<file path="src/rtl/fft_butterfly_stage_pkg.sv">
// Shared constants and helpers for the radix-2 butterfly stage.
// Q1.(WL-1) limits and the saturating clamp live here.
package fft_butterfly_stage_pkg;

  localparam int WL_DEF = 16;

  localparam logic [WL_DEF-1:0] MAX_POS =
    {1'b0, {(WL_DEF-1){1'b1}}};
  localparam logic [WL_DEF-1:0] MAX_NEG =
    {1'b1, {(WL_DEF-1){1'b0}}};

  // Clamp a WL+1 bit sum back into WL bits.
  function automatic logic [WL_DEF-1:0] sat_wl(
    input logic [WL_DEF:0] v
  );
    if (v[WL_DEF] != v[WL_DEF-1])
      return v[WL_DEF] ? MAX_NEG : MAX_POS;
    return v[WL_DEF-1:0];
  endfunction

endpackage

</file>
<file path="src/rtl/fft_butterfly_stage_if.sv">
// Butterfly data bus: operands/product in, X/Y out.
// The stage is streaming, so there is no ready.
interface fft_butterfly_stage_if #(
  parameter int WL = 16
);

  logic          in_valid;
  logic [WL-1:0] a_r;
  logic [WL-1:0] a_i;
  logic [WL-1:0] p_r;
  logic [WL-1:0] p_i;
  logic          ovf_clr;
  logic          out_valid;
  logic [WL-1:0] x_r;
  logic [WL-1:0] x_i;
  logic [WL-1:0] y_r;
  logic [WL-1:0] y_i;
  logic          out_last;
  logic          ovf_sticky;

  modport master (
    output in_valid, a_r, a_i, p_r, p_i, ovf_clr,
    input  out_valid, x_r, x_i, y_r, y_i,
    input  out_last, ovf_sticky
  );

  modport slave (
    input  in_valid, a_r, a_i, p_r, p_i, ovf_clr,
    output out_valid, x_r, x_i, y_r, y_i,
    output out_last, ovf_sticky
  );

endinterface

</file>
<file path="src/rtl/fft_butterfly_stage_pipe_delay.sv">
// Plain register shift line of DEPTH stages.
// Aligns A and its valid with the multiplier pipeline.
module pipe_delay #(
  parameter int W     = 1,
  parameter int DEPTH = 2
) (
  input  logic         clk,
  input  logic         rst,
  input  logic [W-1:0] d,
  output logic [W-1:0] q
);

  logic [W-1:0] sr [DEPTH];

  // Shift one stage per clock; reset empties the line.
  always_ff @(posedge clk) begin
    if (rst) begin
      for (int i = 0; i < DEPTH; i++)
        sr[i] <= '0;
    end else begin
      sr[0] <= d;
      for (int i = 1; i < DEPTH; i++)
        sr[i] <= sr[i-1];
    end
  end

  assign q = sr[DEPTH-1];

endmodule

</file>
<file path="src/rtl/fft_butterfly_stage.sv">
// Radix-2 DIT butterfly: X = A + P, Y = A - P.
// Scales or saturates, tracks frame position.
module fft_butterfly_stage
  import fft_butterfly_stage_pkg::*;
#(
  parameter int WL       = WL_DEF,
  parameter int MULT_LAT = 2,
  parameter int N_POINTS = 8,
  parameter int SCALE    = 1
) (
  input logic clk,
  input logic rst,
  fft_butterfly_stage_if.slave bus
);

  localparam int HALF = N_POINTS / 2;
  localparam int CW   = (HALF > 1) ? $clog2(HALF) : 1;
  localparam logic [CW-1:0] LAST = CW'(HALF - 1);

  localparam logic [WL-1:0] POS =
    {1'b0, {(WL-1){1'b1}}};
  localparam logic [WL-1:0] NEG =
    {1'b1, {(WL-1){1'b0}}};

  // Halve (floor) or clamp a WL+1 bit result.
  function automatic logic [WL-1:0] fit(
    input logic [WL:0] v
  );
    if (SCALE != 0)
      return v[WL:1];
    if (v[WL] != v[WL-1])
      return v[WL] ? NEG : POS;
    return v[WL-1:0];
  endfunction

  function automatic logic clip(
    input logic [WL:0] v
  );
    return (SCALE == 0) && (v[WL] != v[WL-1]);
  endfunction

  logic [2*WL-1:0] a_q;
  logic            v_q;
  logic [WL-1:0]   ad_r;
  logic [WL-1:0]   ad_i;

  pipe_delay #(
    .W     (2*WL),
    .DEPTH (MULT_LAT)
  ) u_a_dly (
    .clk (clk),
    .rst (rst),
    .d   ({bus.a_r, bus.a_i}),
    .q   (a_q)
  );

  pipe_delay #(
    .W     (1),
    .DEPTH (MULT_LAT)
  ) u_v_dly (
    .clk (clk),
    .rst (rst),
    .d   (bus.in_valid),
    .q   (v_q)
  );

  assign {ad_r, ad_i} = a_q;

  logic [WL:0] s_r;
  logic [WL:0] s_i;
  logic [WL:0] d_r;
  logic [WL:0] d_i;
  logic        any_clip;

  // Sign-extended add/sub, one guard bit.
  always_comb begin
    s_r = {ad_r[WL-1], ad_r} + {bus.p_r[WL-1], bus.p_r};
    s_i = {ad_i[WL-1], ad_i} + {bus.p_i[WL-1], bus.p_i};
    d_r = {ad_r[WL-1], ad_r} - {bus.p_r[WL-1], bus.p_r};
    d_i = {ad_i[WL-1], ad_i} - {bus.p_i[WL-1], bus.p_i};
    any_clip = clip(s_r) | clip(s_i) |
               clip(d_r) | clip(d_i);
  end

  logic [WL-1:0] x_r_q;
  logic [WL-1:0] x_i_q;
  logic [WL-1:0] y_r_q;
  logic [WL-1:0] y_i_q;
  logic          ov_q;
  logic          last_q;
  logic          ovf_q;
  logic [CW-1:0] cnt;

  // Output register, frame counter and sticky flag.
  always_ff @(posedge clk) begin
    if (rst) begin
      x_r_q  <= '0;
      x_i_q  <= '0;
      y_r_q  <= '0;
      y_i_q  <= '0;
      ov_q   <= 1'b0;
      last_q <= 1'b0;
      ovf_q  <= 1'b0;
      cnt    <= '0;
    end else begin
      ov_q   <= v_q;
      last_q <= v_q && (cnt == LAST);
      if (v_q) begin
        x_r_q <= fit(s_r);
        x_i_q <= fit(s_i);
        y_r_q <= fit(d_r);
        y_i_q <= fit(d_i);
        cnt   <= (cnt == LAST) ? '0 : cnt + 1'b1;
      end
      if (v_q && any_clip)
        ovf_q <= 1'b1;
      else if (bus.ovf_clr)
        ovf_q <= 1'b0;
    end
  end

  assign bus.out_valid  = ov_q;
  assign bus.out_last   = last_q;
  assign bus.ovf_sticky = ovf_q;
  assign bus.x_r        = x_r_q;
  assign bus.x_i        = x_i_q;
  assign bus.y_r        = y_r_q;
  assign bus.y_i        = y_i_q;

endmodule
</file>
<file path="src/flat_wrapper.sv">
// flat-port wrapper written by rule: the top's interface ports become plain ports
module fft_butterfly_stage_flat import fft_butterfly_stage_pkg::*;
#(
  parameter int WL       = WL_DEF,
  parameter int MULT_LAT = 2,
  parameter int N_POINTS = 8,
  parameter int SCALE    = 1
)
  (clk, rst, bus_in_valid, bus_a_r, bus_a_i, bus_p_r, bus_p_i, bus_ovf_clr, bus_out_valid, bus_x_r, bus_x_i, bus_y_r, bus_y_i, bus_out_last, bus_ovf_sticky);
  fft_butterfly_stage_if #(.WL(WL)) bus_i ();
  input logic clk;
  input logic rst;
  input wire logic [$bits(bus_i.in_valid)-1:0] bus_in_valid;
  input wire logic [$bits(bus_i.a_r)-1:0] bus_a_r;
  input wire logic [$bits(bus_i.a_i)-1:0] bus_a_i;
  input wire logic [$bits(bus_i.p_r)-1:0] bus_p_r;
  input wire logic [$bits(bus_i.p_i)-1:0] bus_p_i;
  input wire logic [$bits(bus_i.ovf_clr)-1:0] bus_ovf_clr;
  output wire logic [$bits(bus_i.out_valid)-1:0] bus_out_valid;
  output wire logic [$bits(bus_i.x_r)-1:0] bus_x_r;
  output wire logic [$bits(bus_i.x_i)-1:0] bus_x_i;
  output wire logic [$bits(bus_i.y_r)-1:0] bus_y_r;
  output wire logic [$bits(bus_i.y_i)-1:0] bus_y_i;
  output wire logic [$bits(bus_i.out_last)-1:0] bus_out_last;
  output wire logic [$bits(bus_i.ovf_sticky)-1:0] bus_ovf_sticky;
  assign bus_i.in_valid = bus_in_valid;
  assign bus_i.a_r = bus_a_r;
  assign bus_i.a_i = bus_a_i;
  assign bus_i.p_r = bus_p_r;
  assign bus_i.p_i = bus_p_i;
  assign bus_i.ovf_clr = bus_ovf_clr;
  assign bus_out_valid = bus_i.out_valid;
  assign bus_x_r = bus_i.x_r;
  assign bus_x_i = bus_i.x_i;
  assign bus_y_r = bus_i.y_r;
  assign bus_y_i = bus_i.y_i;
  assign bus_out_last = bus_i.out_last;
  assign bus_ovf_sticky = bus_i.ovf_sticky;
  fft_butterfly_stage #(.WL(WL), .MULT_LAT(MULT_LAT), .N_POINTS(N_POINTS), .SCALE(SCALE)) u_core (.clk(clk), .rst(rst), .bus(bus_i));
endmodule
</file>
<file path="config.mk">
export PLATFORM = sky130hd
export DESIGN_NAME = fft_butterfly_stage_flat
export DESIGN_NICKNAME = d
export VERILOG_FILES = /design/src/rtl/fft_butterfly_stage_pkg.sv /design/src/rtl/fft_butterfly_stage_if.sv /design/src/rtl/fft_butterfly_stage_pipe_delay.sv /design/src/rtl/fft_butterfly_stage.sv /design/src/flat_wrapper.sv
export SDC_FILE = /design/constraint.sdc
export NUM_CORES = 1
export LEC_CHECK = 0
export CAP_MARGIN = 40
export CORE_ASPECT_RATIO = 1.4
export CORE_UTILIZATION = 35
export DETAILED_ROUTE_END_ITERATION = 10
export GPL_TIMING_DRIVEN = 1
export SLEW_MARGIN = 40
export SYNTH_ARGS = -nofsm -noshare
export SYNTH_HDL_FRONTEND = slang
export SYNTH_SLANG_ARGS = --single-unit
</file>
<file path="constraint.sdc">
create_clock -name clk -period 2.67 [get_ports clk]
set_clock_uncertainty 0.15 [all_clocks]
set_input_delay 0.534 -clock clk [delete_from_list [all_inputs] [get_ports clk]]
set_output_delay 0.534 -clock clk [all_outputs]
set_load 0.005 [all_outputs]
</file>
==> flow_summary.yaml, run 1 <==
detailed_routing:
  drc: 0
  num_vias: 6716
  wl_per_cell_um: 15.3
  wirelength_um: 21100
  viasPerCell: 4.87
  ant_nets: 0
  drtIter0Drc: 251
  dr.pass1.iters: 5
floorplanning:
  die_height_um: 173
  die_area_um2: 21500
  dieWidth_um: 124
  rows: 62
  ios: 135
  initial_utilization_pct: 35.7
  coreArea_um2: 20500
clock_network:
  clk_pin_slew_ps: 60
  cts_sinks: 134
  clock_path_buffers: 2
  cts_made_buffers: 17
  htreeDepth: 4
  cts-root-buf: "clkbuf_16"
  cts_tree: "done"
  postCtsHoldBufs: 0
  insertion_delay_ps: 430
global_routing:
  grt.busiest_layer: "met2"
  overflow: 0
  met3_usage_pct: 4.39
  grt_max_degree: 90
  antenna_found_initial: 0
  grt_pass1_vias: 6688
  grt_pass1_wl_um: 32900
  track_usage_pct: 20.0
  use_met2_pct: 35.4
  use_met1_pct: 22.7
setup_path:
  rr_endpoint: "u_core.bus.x_r[11]"
  cp-endpoint: "u_core.bus.x_r[14]"
  startpoint_type: "input port"
  ff2ff_setup_slack_ps: 200
  cp_data_required_time_ps: 2860
  critPathKind: "in2reg"
  worstPathMaxFanout: 10
  r2r_start: "u_core.u_a_dly.sr[0][48]"
  arrival_ps: 2790
  crit_chain: "clkdlybuf4s50_1, inv_1, ha_4, buf_4, nor2b_1, o21ai_0, a21boi_1, o22a_1, or3_1, a311oi_1"
  cp-end-kind: "register"
  max_stage_delay_ps: 490
  reg2regPathDepth: 11
  critical_path.slowest_cell: "clkdlybuf4s50_1"
  startpoint: "bus_p_r[8]"
cells_and_area:
  final_cell_mix: "buf_4, dfxtp_1, clkdlybuf4s50_1"
  fillCellCount: 1917
  nets: 1243
  syn_to_final_growth_pct: 48.1
  layout-drive-gt1-share_pct: 22.0
  post-route-util_pct: 52.8
  final_common_cell: "buf_4"
  finish.instance_area_um2: 10800
yosys:
  synth-edff-count: 0
  yosys_warnings: 0
  netlist_area_um2: 7300
  synth_cells: 851
  ys_async_sr_fraction_pct: 0
  synth_top_area_cell: "dfxtp_1"
  ys_ff_latch: 134
  synth_nets: 984
  post_synth.cell_area_avg_um2: 8.58
  synth_top_area_share_pct: 36.7
  synthTopCellsByArea: "dfxtp_1, ha_1, nor2b_1, nor2_1, xnor2_1"
  synth_flop_cell: "dfxtp_1"
  ys_seq_area_share_pct: 36.7
  synth_cell_types: 66
hold_path:
  hold_path.class: "reg2reg"
  hold_start: "u_core.u_a_dly.sr[0][2]"
flow_run:
  cap_violations: 0
power:
  p_leak_nw: 4.65
  power.density_nw_per_um2: 523
  max-vdd-ir-drop_mv: 0.451
placed_design:
  port-buffer-count: 132
  dpl.hpwl_um: 16100
  gp_congestion: 0.861
  place_area_um2: 9880
timing:
  clock.fmax_mhz: 384
  drv_slew: 0
  worst_pin_slew_ps: 630
  final-hold-violation-count: 0
  timing.final.crit_share_pct: 97.4
  fin_crit_ps: 2600
  setup_viol: 0
  relSlewSlack_pct: 58.0
run_status:
  status: "completed"
==> metrics by stage <==
step / total power [mW] / worst slack (ps) / cells / hold slack, ps / setup TNS (ps)
6_report: 5.66 / 68.5 / 1379 / 285 / 0
5_1_grt: 5.93 / -9.18 / 1378 / 298 / -9.18
4_1_cts: 5.66 / -43.1 / 1372 / 288 / -84.2
3_5_place_dp: 3.31 / -549 / 1341 / 273 / -15310
3_3_place_gp: 3.30 / -528 / 1341 / 266 / -14600
2_1_floorplan: 2.73 / 115 / 851 / 264 / 0
==> worst min-delay path by stage <==
stage | slack [ps] | depth (start not counted) | endpoint
CTS | 290 | 1 | u_core.u_a_dly.sr[0][39]
floorplan | 260 | 1 | u_core.u_a_dly.sr[0][32]
global placement | 270 | 1 | u_core.u_a_dly.sr[0][34]
finish | 290 | 1 | u_core.u_a_dly.sr[0][34]
detailed placement | 270 | 1 | u_core.u_a_dly.sr[0][39]
global route | 300 | 1 | u_core.u_a_dly.sr[0][40]
==> where the power goes <==
| group | internal (mW) | total, mW | switching, mW | leakage [nW] |
|---|---|---|---|---|
| clock | 1.42 | 2.33 | 0.913 | 0.283 |
| sequential | 2.10 | 2.15 | 0.0534 | 1.10 |
| combinational | 0.633 | 1.17 | 0.539 | 3.26 |
==> layout make-up <==
| class | instances | area, um2 | share of cell area [%] |
|---|---|---|---|
| Clock inverter | 11 | 125 | 1.16 |
| Sequential cell | 134 | 2680 | 24.8 |
| Multi-Input combinational cell | 610 | 4480 | 41.4 |
| Tap cell | 256 | 320 | 2.96 |
| Timing Repair Buffer | 290 | 2530 | 23.4 |
| Clock buffer | 20 | 457 | 4.22 |
| Inverter | 57 | 214 | 1.98 |
| Antenna cell | 1 | 2.50 | 0.0231 |
==> flip-flops by register name, summed over array words and instances, names as in the netlist <==
signal and cells:
u_core.bus.y_r 16, u_core.bus.out_valid 1, u_core.bus.x_i 16, u_core.bus.x_r 16
u_core.u_v_dly.sr 2, u_core.bus.y_i 16, u_core.u_a_dly.sr 64, u_core.bus.out_last 1
u_core.cnt 2
==> cells in the mapped netlist, types with 12 or more instances <==
master    instances
nor2_1           81
a21oi_1          50
nand3_1          12
nand2_1          45
a211oi_1         25
ha_1             61
clkbuf_1         31
dfxtp_1         134
nor2b_1          85
nor3_1           12
inv_1            53
o21ai_0          47
xnor2_1          34
==> worst max-delay path: cells and delay by family <==
family | cells | cell delay [ps]
buffers and inverters | 3 | 730
and+or+nand+nor | 2 | 400
AOI/OAI and AO/OA | 4 | 840
adders and majority gates | 1 | 280
==> per-layer routing <==
layer / up-vias / routed length (um)
met1: 3113 / 8890
met5: - / 0
met4: 0 / 563
met3: 32 / 796
li1: 3433 / -
met2: 138 / 10800
==> cells by family after synthesis <==
family                   Yosys count  synth area share (%)
other                              1                0.0513
multiplexers                      11                  1.51
AND/OR/NAND/NOR                  281                  20.0
flip-flops                       134                  36.7
buffers and inverters            107                  5.74
AO/OA/AOI/OAI                    209                  19.3
XOR/XNOR                          43                  5.16
adder cells (fa/ha/maj)           65                  11.5
==> timing repair <==
| item | 4_1_cts | 5_1_grt |
|---|---|---|
| buffers inserted | 0 | 6 |
| pin swaps | 2 | 22 |
| setup endpoints to repair | 5 | 31 |
| resized for setup | 6 | 61 |
No activity file was read; power rests on OpenSTA's default activity.
==> run 2: changes to the inputs <==
--- a/config.mk
+++ b/config.mk
@@ -6,7 +6,7 @@
 export NUM_CORES = 1
 export LEC_CHECK = 0
 export CAP_MARGIN = 40
-export CORE_ASPECT_RATIO = 1.4
+export CORE_ASPECT_RATIO = 1.1
 export CORE_UTILIZATION = 35
 export DETAILED_ROUTE_END_ITERATION = 10
 export GPL_TIMING_DRIVEN = 1
==> run 2 against run 1 <==
  * Register-to-register slack got worse by 40 ps
  * Total power increased by 4.3%
  * Critical endpoint unchanged
  * Routed wire length decreased by 4.4%
  * Combinational power decreased by 3%
  * Non-clock buffer count decreased by 15
  * Flip-flop and latch count unchanged
  * Hold slack got worse by 83 ps
  * Highest routed layer unchanged
  * Largest power group unchanged
  * First-iteration DRC count increased by 19%
==> flow_summary.yaml, run 2 (synthesis results as in run 1) <==
clock_network:
  htreeDepth: 4
  cts_tree: "done"
  cts_sinks: 134
  clock_path_buffers: 2
  cts_made_buffers: 17
  insertion_delay_ps: 430
  cts-root-buf: "clkbuf_16"
  clk_pin_slew_ps: 60
power:
  p_total_mw: 5.90
  p_leak_nw: 4.56
  max-vdd-ir-drop_mv: 0.444
  power.density_nw_per_um2: 549
floorplanning:
  initial_utilization_pct: 35.6
  dieWidth_um: 140
  rows: 55
  ios: 135
  coreArea_um2: 20500
  die_area_um2: 21500
  die_height_um: 154
cells_and_area:
  largest_reg_flops: 64
  nets: 1228
  layout-drive-gt1-share_pct: 21.3
  largest-register: "u_core.u_a_dly.sr"
  post-route-util_pct: 52.4
  num_antenna_cells: 0
  final_cell_mix: "buf_4, dfxtp_1, clkdlybuf4s50_1"
  syn_to_final_growth_pct: 47.2
  final_common_cell: "buf_4"
detailed_routing:
  viasPerCell: 4.90
  num_vias: 6688
  dr.pass1.iters: 7
  drtIter0Drc: 298
  wl_per_cell_um: 14.8
  drc: 0
  ant_nets: 0
  wirelength_um: 20100
setup_path:
  worstPathMaxFanout: 6
  worst_path_most_repeated_cell: "buf_4"
  startpoint_type: "input port"
  max_stage_delay_ps: 490
  critPathKind: "in2reg"
  critical_path.slowest_cell: "clkdlybuf4s50_1"
  cp-end-kind: "register"
  arrival_ps: 2810
  cp_data_required_time_ps: 2850
  crit_chain: "clkdlybuf4s50_1, inv_1, ha_1, buf_4, buf_4, nor2_1, o21ai_0, a21boi_0, o22a_1, or3_1, a311oi_1"
global_routing:
  overflow: 0
  antenna_found_initial: 0
  grt_max_degree: 72
  grt_pass1_vias: 6460
  track_usage_pct: 19.0
  grt_pass1_wl_um: 32300
timing:
  setup_viol: 0
  timing.final.crit_share_pct: 98.4
  timing.final.ws_setup_ps: 41.7
  holdWs_ps: 202
  drv_slew: 0
  fin_crit_ps: 2630
  clock.fmax_mhz: 380
  final-hold-violation-count: 0
  worst_pin_slew_ps: 762
  relSlewSlack_pct: 49.2
hold_path:
  hold_path.class: "in2reg"
run_status:
  status: "completed"
flow_run:
  cap_violations: 0
placed_design:
  pre_cts_ws_ps: -521
  port-buffer-count: 132
  dpl.hpwl_um: 15000
  gp_congestion: 0.886
-- run 2: cell types whose count changed in the layout (fill, tap and decap cells not counted), moves of 4 or more --
cell / delta
a21oi_2: +4
dlymetal6s2s_1: -6
ha_4: -4
a21oi_1: -4
nor2b_2: -4
buf_4: -14
nor2b_1: +4
-- run 2: final timing paths --
path / endpoint / cells after the start / slack [ps] / from
max reg2reg: u_core.bus.x_r[9] / 9 / 160 / u_core.u_a_dly.sr[0][48]
min: u_core.u_a_dly.sr[0][15] / 2 / 200 / rst
min reg2reg: u_core.u_a_dly.sr[0][44] / 1 / 280 / u_core.u_a_dly.sr[0][12]
max: u_core.bus.x_r[14] / 11 / 40 / bus_p_r[9]
-- run 2: critical path, delay by kind of cell --
family	cells	cell delay, ps
AOI/OAI and AO/OA	4	740
and+or+nand+nor	2	390
buffers and inverters	4	840
adders and majority gates	1	310
-- run 2: metrics by stage --
step	instances	area, um2	setup TNS [ps]
6_report	1364	10800	0
3_5_place_dp	1329	9790	-14420
5_1_grt	1364	10800	-29.4
4_1_cts	1363	10500	0
3_3_place_gp	1329	9790	-13140
2_1_floorplan	851	7300	0
-- run 2: layer usage --
metal  GRT usage (%)  vias up  routed length [um]
met2            31.3      151                9360
met4            6.75        0                 312
met1            24.5     3101                9420
met5               0        -                   0
li1                -     3415                   -
met3            4.02       21                1040
-- run 2: cell type report --
cell class              instances  area [um2]
inverters                      57         214
clock inverters                12         201
flip-flops and latches        134        2680
repair buffers                275        2400
multi-input cells             610        4480
fillers                      1949        9760
clock buffers                  20         447
well taps                     256         320
-- run 2: what timing repair did --
item | CTS | global route
buffers inserted | 2 | 1
hold buffers | 0 | 0
pin swaps | 5 | 14
gates resized for setup | 11 | 53
setup endpoints to repair | 5 | 28
-- run 2: where the power goes --
part | switching [mW] | internal, mW | leakage, nW
sequential | 0.0524 | 2.10 | 1.10
clock | 0.935 | 1.68 | 0.310
combinational | 0.527 | 0.604 | 3.15
